===== config.mk =====
export PLATFORM = sky130hd
export DESIGN_NAME = pipe_skid_stage
export DESIGN_NICKNAME = d
export VERILOG_FILES = /design/src/rtl/pipe_skid_stage.sv
export SDC_FILE = /design/constraint.sdc
export NUM_CORES = 1
export LEC_CHECK = 0
export ABC_AREA = 1
export ABC_CLOCK_PERIOD_IN_PS = 3800
export BUFFER_PORTS_ARGS = -buffer_cell sky130_fd_sc_hd__buf_2
export CAP_MARGIN = 5
export CORE_ASPECT_RATIO = 1.4
export CORE_MARGIN = 2
export CORE_UTILIZATION = 59
export CTS_BUF_LIST = sky130_fd_sc_hd__clkbuf_4 sky130_fd_sc_hd__clkbuf_8
export DETAILED_ROUTE_END_ITERATION = 10
export PLACE_DENSITY = 0.84
export RECOVER_POWER = 25
export SLEW_MARGIN = 20
export SYNTH_ARGS = -nofsm -noshare
export SYNTH_HDL_FRONTEND = slang
export SYNTH_SLANG_ARGS = --single-unit

===== constraint.sdc =====
create_clock -name clk -period 3.8 [get_ports clk]
set_clock_uncertainty 0.2 [all_clocks]
set_input_delay 0.95 -clock clk [delete_from_list [all_inputs] [get_ports clk]]
set_output_delay 0.95 -clock clk [all_outputs]
set_load 0.01 [all_outputs]

===== src/rtl/pipe_skid_stage.sv =====
// rtl/pipe_skid_stage.sv - two-entry skid-buffered pipeline stage with flush and bubble insertion
// Optional backpressure counter: define PIPE_STAGE_STALL_CNT_EN.
module pipe_skid_stage #(
  parameter int CTRL_W = 16,
  parameter int DATA_W = 128
) (
  input  logic              clk,
  input  logic              reset,
  input  logic              flush,
  input  logic              in_valid,
  output logic              in_ready,
  input  logic [CTRL_W-1:0] in_ctrl,
  input  logic [DATA_W-1:0] in_data,
  output logic              out_valid,
  input  logic              out_ready,
  output logic [CTRL_W-1:0] out_ctrl,
  output logic [DATA_W-1:0] out_data,
  output logic [1:0]        occupancy,
  output logic [31:0]       stall_cnt
);

  typedef enum logic [1:0] {
    ST_EMPTY = 2'd0,
    ST_BUSY  = 2'd1,
    ST_FULL  = 2'd2
  } state_t;

  state_t            state_q, state_d;
  logic [CTRL_W-1:0] main_ctrl_q, skid_ctrl_q;
  logic [DATA_W-1:0] main_data_q, skid_data_q;
  logic              in_ready_q, out_valid_q;
  logic [1:0]        occ_q;

  logic              in_ready_d, out_valid_d;
  logic [1:0]        occ_d;
  logic              in_fire, out_fire;

  assign in_fire  = in_valid & in_ready_q;
  assign out_fire = out_valid_q & out_ready;

  // State and handshake flags are all registered so in_ready never sees out_ready combinationally.
  always_ff @(posedge clk) begin
    if (reset) begin
      state_q     <= ST_EMPTY;
      in_ready_q  <= 1'b1;
      out_valid_q <= 1'b0;
      occ_q       <= 2'd0;
    end else begin
      state_q     <= state_d;
      in_ready_q  <= in_ready_d;
      out_valid_q <= out_valid_d;
      occ_q       <= occ_d;
    end
  end

  always_comb begin
    state_d = state_q;
    case (state_q)
      ST_EMPTY: if (in_fire) state_d = ST_BUSY;
      ST_BUSY: begin
        if (out_fire && !in_fire)      state_d = ST_EMPTY;
        else if (!out_fire && in_fire) state_d = ST_FULL;
      end
      ST_FULL:  if (out_fire) state_d = ST_BUSY;
      default:  state_d = ST_EMPTY;
    endcase
    if (flush) state_d = ST_EMPTY;
  end

  always_comb begin
    in_ready_d  = (state_d != ST_FULL);
    out_valid_d = (state_d != ST_EMPTY);
    case (state_d)
      ST_BUSY: occ_d = 2'd1;
      ST_FULL: occ_d = 2'd2;
      default: occ_d = 2'd0;
    endcase
    in_ready  = in_ready_q;
    out_valid = out_valid_q;
    occupancy = occ_q;
    out_ctrl  = main_ctrl_q;
    out_data  = main_data_q;
  end

  // Control is zeroed whenever the head goes empty so a bubble reads as NOP downstream.
  always_ff @(posedge clk) begin
    if (reset) begin
      main_ctrl_q <= '0;
      main_data_q <= '0;
      skid_ctrl_q <= '0;
      skid_data_q <= '0;
    end else if (flush) begin
      main_ctrl_q <= '0;
    end else begin
      case (state_q)
        ST_EMPTY: begin
          if (in_fire) begin
            main_ctrl_q <= in_ctrl;
            main_data_q <= in_data;
          end
        end
        ST_BUSY: begin
          if (in_fire && out_fire) begin
            main_ctrl_q <= in_ctrl;
            main_data_q <= in_data;
          end else if (out_fire) begin
            main_ctrl_q <= '0;
          end else if (in_fire) begin
            skid_ctrl_q <= in_ctrl;
            skid_data_q <= in_data;
          end
        end
        ST_FULL: begin
          if (out_fire) begin
            main_ctrl_q <= skid_ctrl_q;
            main_data_q <= skid_data_q;
          end
        end
        default: main_ctrl_q <= '0;
      endcase
    end
  end

`ifdef PIPE_STAGE_STALL_CNT_EN
  logic [31:0] stall_cnt_q;

  always_ff @(posedge clk) begin
    if (reset) begin
      stall_cnt_q <= 32'h0;
    end else if (out_valid_q && !out_ready && !flush && (stall_cnt_q != 32'hFFFF_FFFF)) begin
      stall_cnt_q <= stall_cnt_q + 32'd1;
    end
  end

  assign stall_cnt = stall_cnt_q;
`else
  assign stall_cnt = 32'h0;
`endif

endmodule


After elaboration in Yosys (flattened, before gate mapping)

Index checks and enable logic that the tools add are counted.

Register bits: 294
Word-level logic and storage cells: 50
Input bits: 149
Output and inout bits: 180

Equality and inequality tests: 9
Reduce and logical (&&, ||, !) cells: 12
Muxes and demuxes: 16
Bitwise gates (word level): 5

Operator list:

| cell                                                 | number |
|---|---|
| 2-to-1 mux 128 bit                                   | 3 |
| one-hot mux 128 bit (3 select lines)                 | 1 |
| 2-to-1 mux 16 bit                                    | 4 |
| one-hot mux 16 bit (3 select lines)                  | 1 |
| 2-to-1 mux 2 bit                                     | 5 |
| AND reduction 5 bit                                  | 2 |
| != test 2 bit (second input constant)                | 4 |
| one-hot mux 2 bit (3 select lines)                   | 1 |
| equality test 2 x 1 -> 1 bit (second input constant) | 2 |
| equality test 2 bit (second input constant)          | 2 |
| one-hot mux 2 bit (2 select lines)                   | 1 |
| logical AND 1 bit                                    | 3 |
| != test 3 bit (second input constant)                | 1 |
| NOT 1 bit                                            | 3 |
| AND reduction 3 bit                                  | 1 |
| nonzero test 3 bit                                   | 1 |
| bitwise AND 1 bit                                    | 2 |
| zero test 1 bit                                      | 2 |
| zero test 2 bit                                      | 1 |
| nonzero test 2 bit                                   | 1 |
| OR reduction 2 bit                                   | 1 |

Longest topological paths before layout

Gate-level depths: netlist of run 1.

Depth in word-level cells: 9
Depth in mapped cells: 8
Mapped depth without buffers: 7

Worst setup path before layout of run 1

Ideal clock, no wire load.

Path kind: input-to-reg
Start: input out_ready
End: register main_ctrl_q[10], in the netlist out_ctrl[10]
Path buffers: 1
Data arrival time: 1931 ps
Slack: 1537 ps
Stages: 7
Required time: 3468 ps
Library setup time: 132 ps
Path through: nand2_1 -> o21ai_0 -> o21ai_2 -> inv_1 -> buf_2 -> nand2_1 -> a21oi_1

Word-level cells in the longest chain between the ends: 4
Elaborated cells between the ends (all ways): 7
Those cells by class: 2 x eq/ne; 2 x mux; 1 x bitwise; 2 x reduce/logical

Ends and longest elaborated chain:

| item                                                                                               | RTL line | source |
|---|---|---|
| start: declaration                                                                                 | 15       | `input logic out_ready,` |
| bitwise AND 1 bit *                                                                                | 39       | `assign out_fire = out_valid_q & out_ready;` |
| logical AND 1 bit                                                                                  | 103      | `if (in_fire && out_fire) begin` |
| != test 3 bit (no source line) / 2-to-1 mux 16 bit (equally long branches)                         | -        |  |
| AND reduction 3 bit (no source line) / one-hot mux 16 bit (3 select lines) (equally long branches) | -        |  |
| end signal: assignment                                                                             | 98       | `main_ctrl_q <= in_ctrl;` |
| end signal: assignment                                                                             | 104      | `main_ctrl_q <= in_ctrl;` |
| end signal: assignment                                                                             | 115      | `main_ctrl_q <= skid_ctrl_q;` |
| end: declaration                                                                                   | 29       | `logic [CTRL_W-1:0] main_ctrl_q, skid_ctrl_q;` |

Mark *: on every way between the ends. The rest lies on a longest branch, timed or not.
A chain may end at the register's enable or synchronous reset.

Worst setup path after layout of run 1

Start: input out_ready
End: register main_data_q[18], in the netlist out_data[18]

Word-level cells in the longest chain between the ends: 4
Elaborated cells between the ends (all ways): 5
Those cells by class: 2 x eq/ne; 1 x bitwise; 2 x reduce/logical

Ends and longest elaborated chain:

| item                                   | RTL line | source |
|---|---|---|
| bitwise AND 1 bit *                    | 39       |  |
| logical AND 1 bit                      | 103      |  |
| != test 2 bit (no source line)         | -        |  |
| AND reduction 5 bit (no source line) * | -        |  |
| end signal: assignment                 | 99       | `main_data_q <= in_data;` |
| end signal: assignment                 | 105      | `main_data_q <= in_data;` |
| end signal: assignment                 | 116      | `main_data_q <= skid_data_q;` |
| end: declaration                       | 30       | `logic [DATA_W-1:0] main_data_q, skid_data_q;` |

Marked as above.

==> results of run 1 <==
## final cells by class
class,count,share of cell area (%)
Inverter,284,7.45
Clock buffer,71,6.10
Timing Repair Buffer,312,10.9
Clock inverter,7,0.244
Sequential cell,294,40.9
Multi-Input combinational cell,970,31.9
Antenna cell,12,0.209
Tap cell,256,2.23
## registers in the layout (all words and copies together), names as in the netlist
name / flops
occupancy: 2
out_ctrl: 16
in_ready: 1
state_q: 2
skid_data_q: 128
out_valid: 1
skid_ctrl_q: 16
out_data: 128
## synth_stat cells
cell type / count
a21oi_1: 289
a31oi_1: 1
buf_1: 2
buf_2: 44
buf_4: 32
clkbuf_1: 78
conb_1: 1
dfxtp_1: 294
inv_1: 283
inv_2: 1
nand2_1: 200
nand3_1: 34
nand4_2: 1
nor2_1: 9
nor2_4: 1
o21ai_0: 377
o21ai_1: 25
o21ai_2: 1
## metal layers
layer / vias to the layer above / track usage (%) / part of all wire (%)
met5: - / 0 / 0.13
met4: 6 / 12.4 / 4.0
met3: 78 / 5.97 / 6.4
met2: 381 / 43.1 / 48
met1: 5044 / 32.1 / 41
li1: 5813 / - / -
## power by group through the flow
stage               clock network, W  registers [W]  logic [W]
floorplan                          0        0.00341   0.000407
global placement                   0        0.00336   0.000714
detailed placement                 0        0.00336   0.000732
CTS                          0.00268        0.00330   0.000739
global route                 0.00281        0.00331   0.000813
finish                       0.00263        0.00330   0.000718
## how the worst max path moves through the flow
stage | slack (ps) | cells past startpoint | endpoint
finish | 680 | 7 | out_data[18]$_SDFFE_PP0P_
global route | 470 | 7 | out_data[14]$_SDFFE_PP0P_
CTS | 1060 | 6 | skid_data_q[32]$_SDFFE_PP0P_
detailed placement | 790 | 6 | skid_data_q[64]$_SDFFE_PP0P_
global placement | 890 | 6 | skid_data_q[34]$_SDFFE_PP0P_
floorplan | 1540 | 7 | out_ctrl[10]$_SDFFE_PP0P_
## cell families after synthesis
logic type	after synthesis	share of synthesized area, %
AOI/OAI and AO/OA	693	28.5
buffers and inverters	440	15.0
DFF	294	48.4
other	1	0.0308
and+or+nand+nor	245	8.04
## metrics by stage
stage	setup slack (ps)	instance area [sq um]	hold WS [ps]	total power, W
floorplan	1540	12300	224	0.00382
global placement	894	13600	228	0.00407
detailed placement	789	13600	231	0.00410
CTS	1060	14500	240	0.00671
global route	473	14400	258	0.00694
finish	682	14400	241	0.00665
## worst min-delay path, stage by stage, from the launching register on
cell and delay, ps:
dfxtp_1 310, inv_1 40, a21oi_1 40
==> flow_summary.ini, run 1 <==
[final_layout]
final_util_pct = 70.5
nets = 2055
multi_input_area_sq_um = 4590
regArea_sq_um = 5890
stdcell_count = 2206
final_common_cell = o21ai_0
mostFrequentLayoutCells = o21ai_0, dfxtp_1, a21oi_1
areaGrowthSynthToFinish_pct = 18.2
drive_above_1_share_pct = 15.4
fillers = 1742

[setup_path]
crit_slowest_cell = clkbuf_1
cp_cell_sequence = buf_2 > nand2_1 > o21ai_0 > nand3_1 > clkbuf_1 > o21ai_0 > a21oi_1
r2r-end = out_data[18]$_SDFFE_PP0P_
rr_startpoint = out_valid$_SDFF_PP0_
cp_top_family = buffers and inverters
crit_arrival_ps = 3360
startpoint = out_ready
r2r_cells = 6
reg2reg_slack_ps = 870
crit_top_cell = o21ai_0
path_class = input pin to register
crit_required_ps = 4040
slowest_delay_ps = 1080
path_max_fanout = 37
end_kind = register
worst-path-buf-inv = 2
startpoint_type = input pin

[clock_tree]
ctsHoldBuffers = 0
clkLatencyLatePin_ps = 530
cts_tree = done
ctsResizeCount = 0
cts_sinks = 294
cts_made_buffers = 44
ctsHtreeMaxLevel = 2
clockBufferDepth = 3
root_buffer = clkbuf_8
postCtsSetupRepairBufs = 0
path_clk_slew_ps = 60

[floorplan]
dieArea_sq_um = 21800
rows = 62
ioPinCount = 329
die_x_um = 125
die_y_um = 174
core-area_sq_um = 20400
initial_core_util_pct = 59.6

[power]
vdd_ir_drop_max_uv = 372
seqPwrFrac_pct = 49.7
p_sw_w = 0.00170
p_int_w = 0.00495
leakagePower_nw = 6.02
power_density_nw_per_um2 = 462
swShare_pct = 25.5
combPwrFrac_pct = 10.8
pwr-share-clk_pct = 39.5

[logic_synthesis]
ys_seq_elements = 294
netlist_area_sq_um = 12200
avgSynthCellArea_sq_um = 7.27
syn_inst = 1673
synth_area_leaders = dfxtp_1, o21ai_0, a21oi_1
synth_top_area_share_pct = 48.4
yosysWarnings = 0
synth.distinct_cells = 18
yosysTopAreaCell = dfxtp_1
seq_area_frac_synth_pct = 48.4

[grt]
grt_max_degree = 127
grt_pass1_wl_um = 48000
antenna_found_initial = 15
grt_util_all_layers_pct = 26.0
first_global_vias = 10200
grt_overflow = 0

[place]
place.gp.congestion = 0.848
hpwl_um = 19500
dp_cells = 2116
io_buffers = 296

[worst_hold_path]
hold_path_depth = 2
min-delay-start = out_data[36]$_SDFFE_PP0P_
hp-class = register to register
min_to = out_data[36]$_SDFFE_PP0P_

[sta]
worst_pin_slew_ps = 1420
rsz0062_at_grt = no
finalMaxSlewViolations = 0
final_hold_viol_count = 0
setup_violations = 0
timing.fmax_mhz = 321
finalCritPeriodShare_pct = 82.1
post-route-min-period_ps = 3120
slew-limit-headroom_pct = 5.46
final.setup.tns_ps = 0

[drt]
drc = 0
vias = 11300
routed_via_density = 5.13
drt_first_iter_violations = 719
first_pass_iters = 5
drt-total-wl_um = 29900
wl_per_cell_um = 13.5
ant_nets = 0

[status]
run_status = finished, final reports clean

[flow_run]
maxCapViolCount = 0
(Power assumes the default switching activity.)
==> run 2: changes to the inputs <==
--- a/config.mk
+++ b/config.mk
@@ -6,15 +6,15 @@
 export NUM_CORES = 1
 export LEC_CHECK = 0
 export ABC_AREA = 1
-export ABC_CLOCK_PERIOD_IN_PS = 3800
+export ABC_CLOCK_PERIOD_IN_PS = 2700
 export BUFFER_PORTS_ARGS = -buffer_cell sky130_fd_sc_hd__buf_2
 export CAP_MARGIN = 5
 export CORE_ASPECT_RATIO = 1.4
 export CORE_MARGIN = 2
-export CORE_UTILIZATION = 59
+export CORE_UTILIZATION = 49
 export CTS_BUF_LIST = sky130_fd_sc_hd__clkbuf_4 sky130_fd_sc_hd__clkbuf_8
 export DETAILED_ROUTE_END_ITERATION = 10
-export PLACE_DENSITY = 0.84
+export PLACE_DENSITY = 0.74
 export RECOVER_POWER = 25
 export SLEW_MARGIN = 20
 export SYNTH_ARGS = -nofsm -noshare
==> constraint.sdc (replaced) <==
create_clock -name clk -period 2.7 [get_ports clk]
set_clock_uncertainty 0.2 [all_clocks]
set_input_delay 0.675 -clock clk [delete_from_list [all_inputs] [get_ports clk]]
set_output_delay 0.675 -clock clk [all_outputs]
set_load 0.01 [all_outputs]
==> flow_summary.ini, run 2 (same netlist as run 1, synthesis figures left out) <==
[place]
io_buffers = 296
post_dp_cell_area_sq_um = 13900
place.gp.congestion = 0.841
hpwl_um = 20500

[drt]
wl_per_cell_um = 13.0
drt_first_iter_violations = 456
ant_nets = 0
drc = 0
drt-total-wl_um = 29600
vias = 11100
routed_via_density = 4.86
first_pass_iters = 6

[setup_path]
path_depth = 5
worst-path-buf-inv = 3
path_max_fanout = 72
cp_top_family = buffers and inverters
crit_required_ps = 2920
rr_startpoint = state_q[0]$_SDFF_PP0_
cp_cell_sequence = buf_2 > clkinvlp_4 > clkbuf_2 > o21ai_0 > a21oi_1
startpoint = reset
path_class = input pin to register
slowest_delay_ps = 830
end_kind = register
startpoint_type = input pin
r2r_cells = 7
crit_arrival_ps = 2480
crit_slowest_cell = clkinvlp_4

[grt]
grt_overflow = 0
first_global_vias = 10200
grt_util_all_layers_pct = 22.2
grt_pass1_wl_um = 47600
grt_max_degree = 110
antenna_found_initial = 16

[worst_hold_path]
min-delay-start = in_data[116]
hp-class = input pin to register
hold_path_depth = 3

[final_layout]
final_util_pct = 60.6
areaGrowthSynthToFinish_pct = 22.0
mostFrequentLayoutCells = o21ai_0, buf_2, dfxtp_1
drive_above_1_share_pct = 20.8
fillers = 2267
final_cell_area_sq_um = 14800
nets = 2068
final_common_cell = o21ai_0

[sta]
post-route-min-period_ps = 2270
final_hold_viol_count = 0
rsz0062_at_grt = no
setup_violations = 0
finalCritPeriodShare_pct = 83.9
worst_pin_slew_ps = 1090
finalMaxSlewViolations = 0
timing.fmax_mhz = 441
slew-limit-headroom_pct = 27.2
whs_ps = 220
final.setup.tns_ps = 0

[flow_run]
maxCapViolCount = 0

[clock_tree]
ctsResizeCount = 0
ctsHoldBuffers = 0
clkLatencyLatePin_ps = 540
cts_tree = done
path_clk_slew_ps = 60
clockBufferDepth = 3
cts_made_buffers = 45
ctsHtreeMaxLevel = 2
postCtsSetupRepairBufs = 0
cts_sinks = 294
root_buffer = clkbuf_8

[power]
power_density_nw_per_um2 = 648
vdd_ir_drop_max_uv = 438
leakagePower_nw = 6.53
power.total_w = 0.00962

[floorplan]
ioPinCount = 329
dieArea_sq_um = 26100
core-area_sq_um = 24500
die_x_um = 137
initial_core_util_pct = 49.7
rows = 68
die_y_um = 190

[status]
run_status = finished, final reports clean
==> run 2: changes by cell type in the layout (fill, tap and decap cells not counted), sizes merged <==
cell | previous run | this run
buf | 213 | 322
bufinv | 0 | 2
clkbuf | 170 | 71
clkinv | 7 | 5
clkinvlp | 0 | 2
diode | 12 | 13
inv | 284 | 283
==> run 2: metrics by stage <==
step                setup slack, ps  std cells
CTS                             356       2264
detailed placement              279       2187
finish                          434       2277
global route                    236       2273
global placement                350       2187
floorplan                       712       1704
==> run 2: power breakdown <==
group	switching, W	internal, W	leakage (nW)
Combinational	0.000627	0.000419	3.61
Sequential	0.000101	0.00455	2.40
Clock	0.00165	0.00228	0.518
Total	0.00238	0.00724	6.53
==> run 2: worst register-to-register path, delay by kind of cell, from the launching register on <==
| kind | cells | cell delay, ps |
|---|---|---|
| DFF | 1 | 390 |
| AOI/OAI and AO/OA | 2 | 250 |
| buffers and inverters | 3 | 640 |
| and+or+nand+nor | 2 | 600 |
==> run 2: area by class of cell <==
cell class	count	area [sq um]	area share [%]
flip-flops and latches	294	5890	39.7
multi-input cells	970	4580	30.9
repair buffers	324	1900	12.8
inverters	284	1070	7.21
clock buffers	69	887	5.98
well taps	315	394	2.66
clock inverters	8	92.6	0.624
diodes	13	32.5	0.219
==> run 2: metal layers <==
layer	GRT usage, %	vias to the layer above	part of all wire, %
li1	-	5834	-
met1	25.5	4864	40
met2	37.3	303	49
met3	6.59	68	7.4
met4	11.1	6	3.7
met5	0	-	0.14
==> run 2: path summary, 6_finish.rpt <==
kind                                                 endpoint  slack, ps
worst min register to register      out_data[47]$_SDFFE_PP0P_        240
worst max register to register   skid_data_q[90]$_SDFFE_PP0P_        500
worst max-delay path              skid_ctrl_q[0]$_SDFFE_PP0P_        430
worst min-delay path            skid_data_q[116]$_SDFFE_PP0P_        220
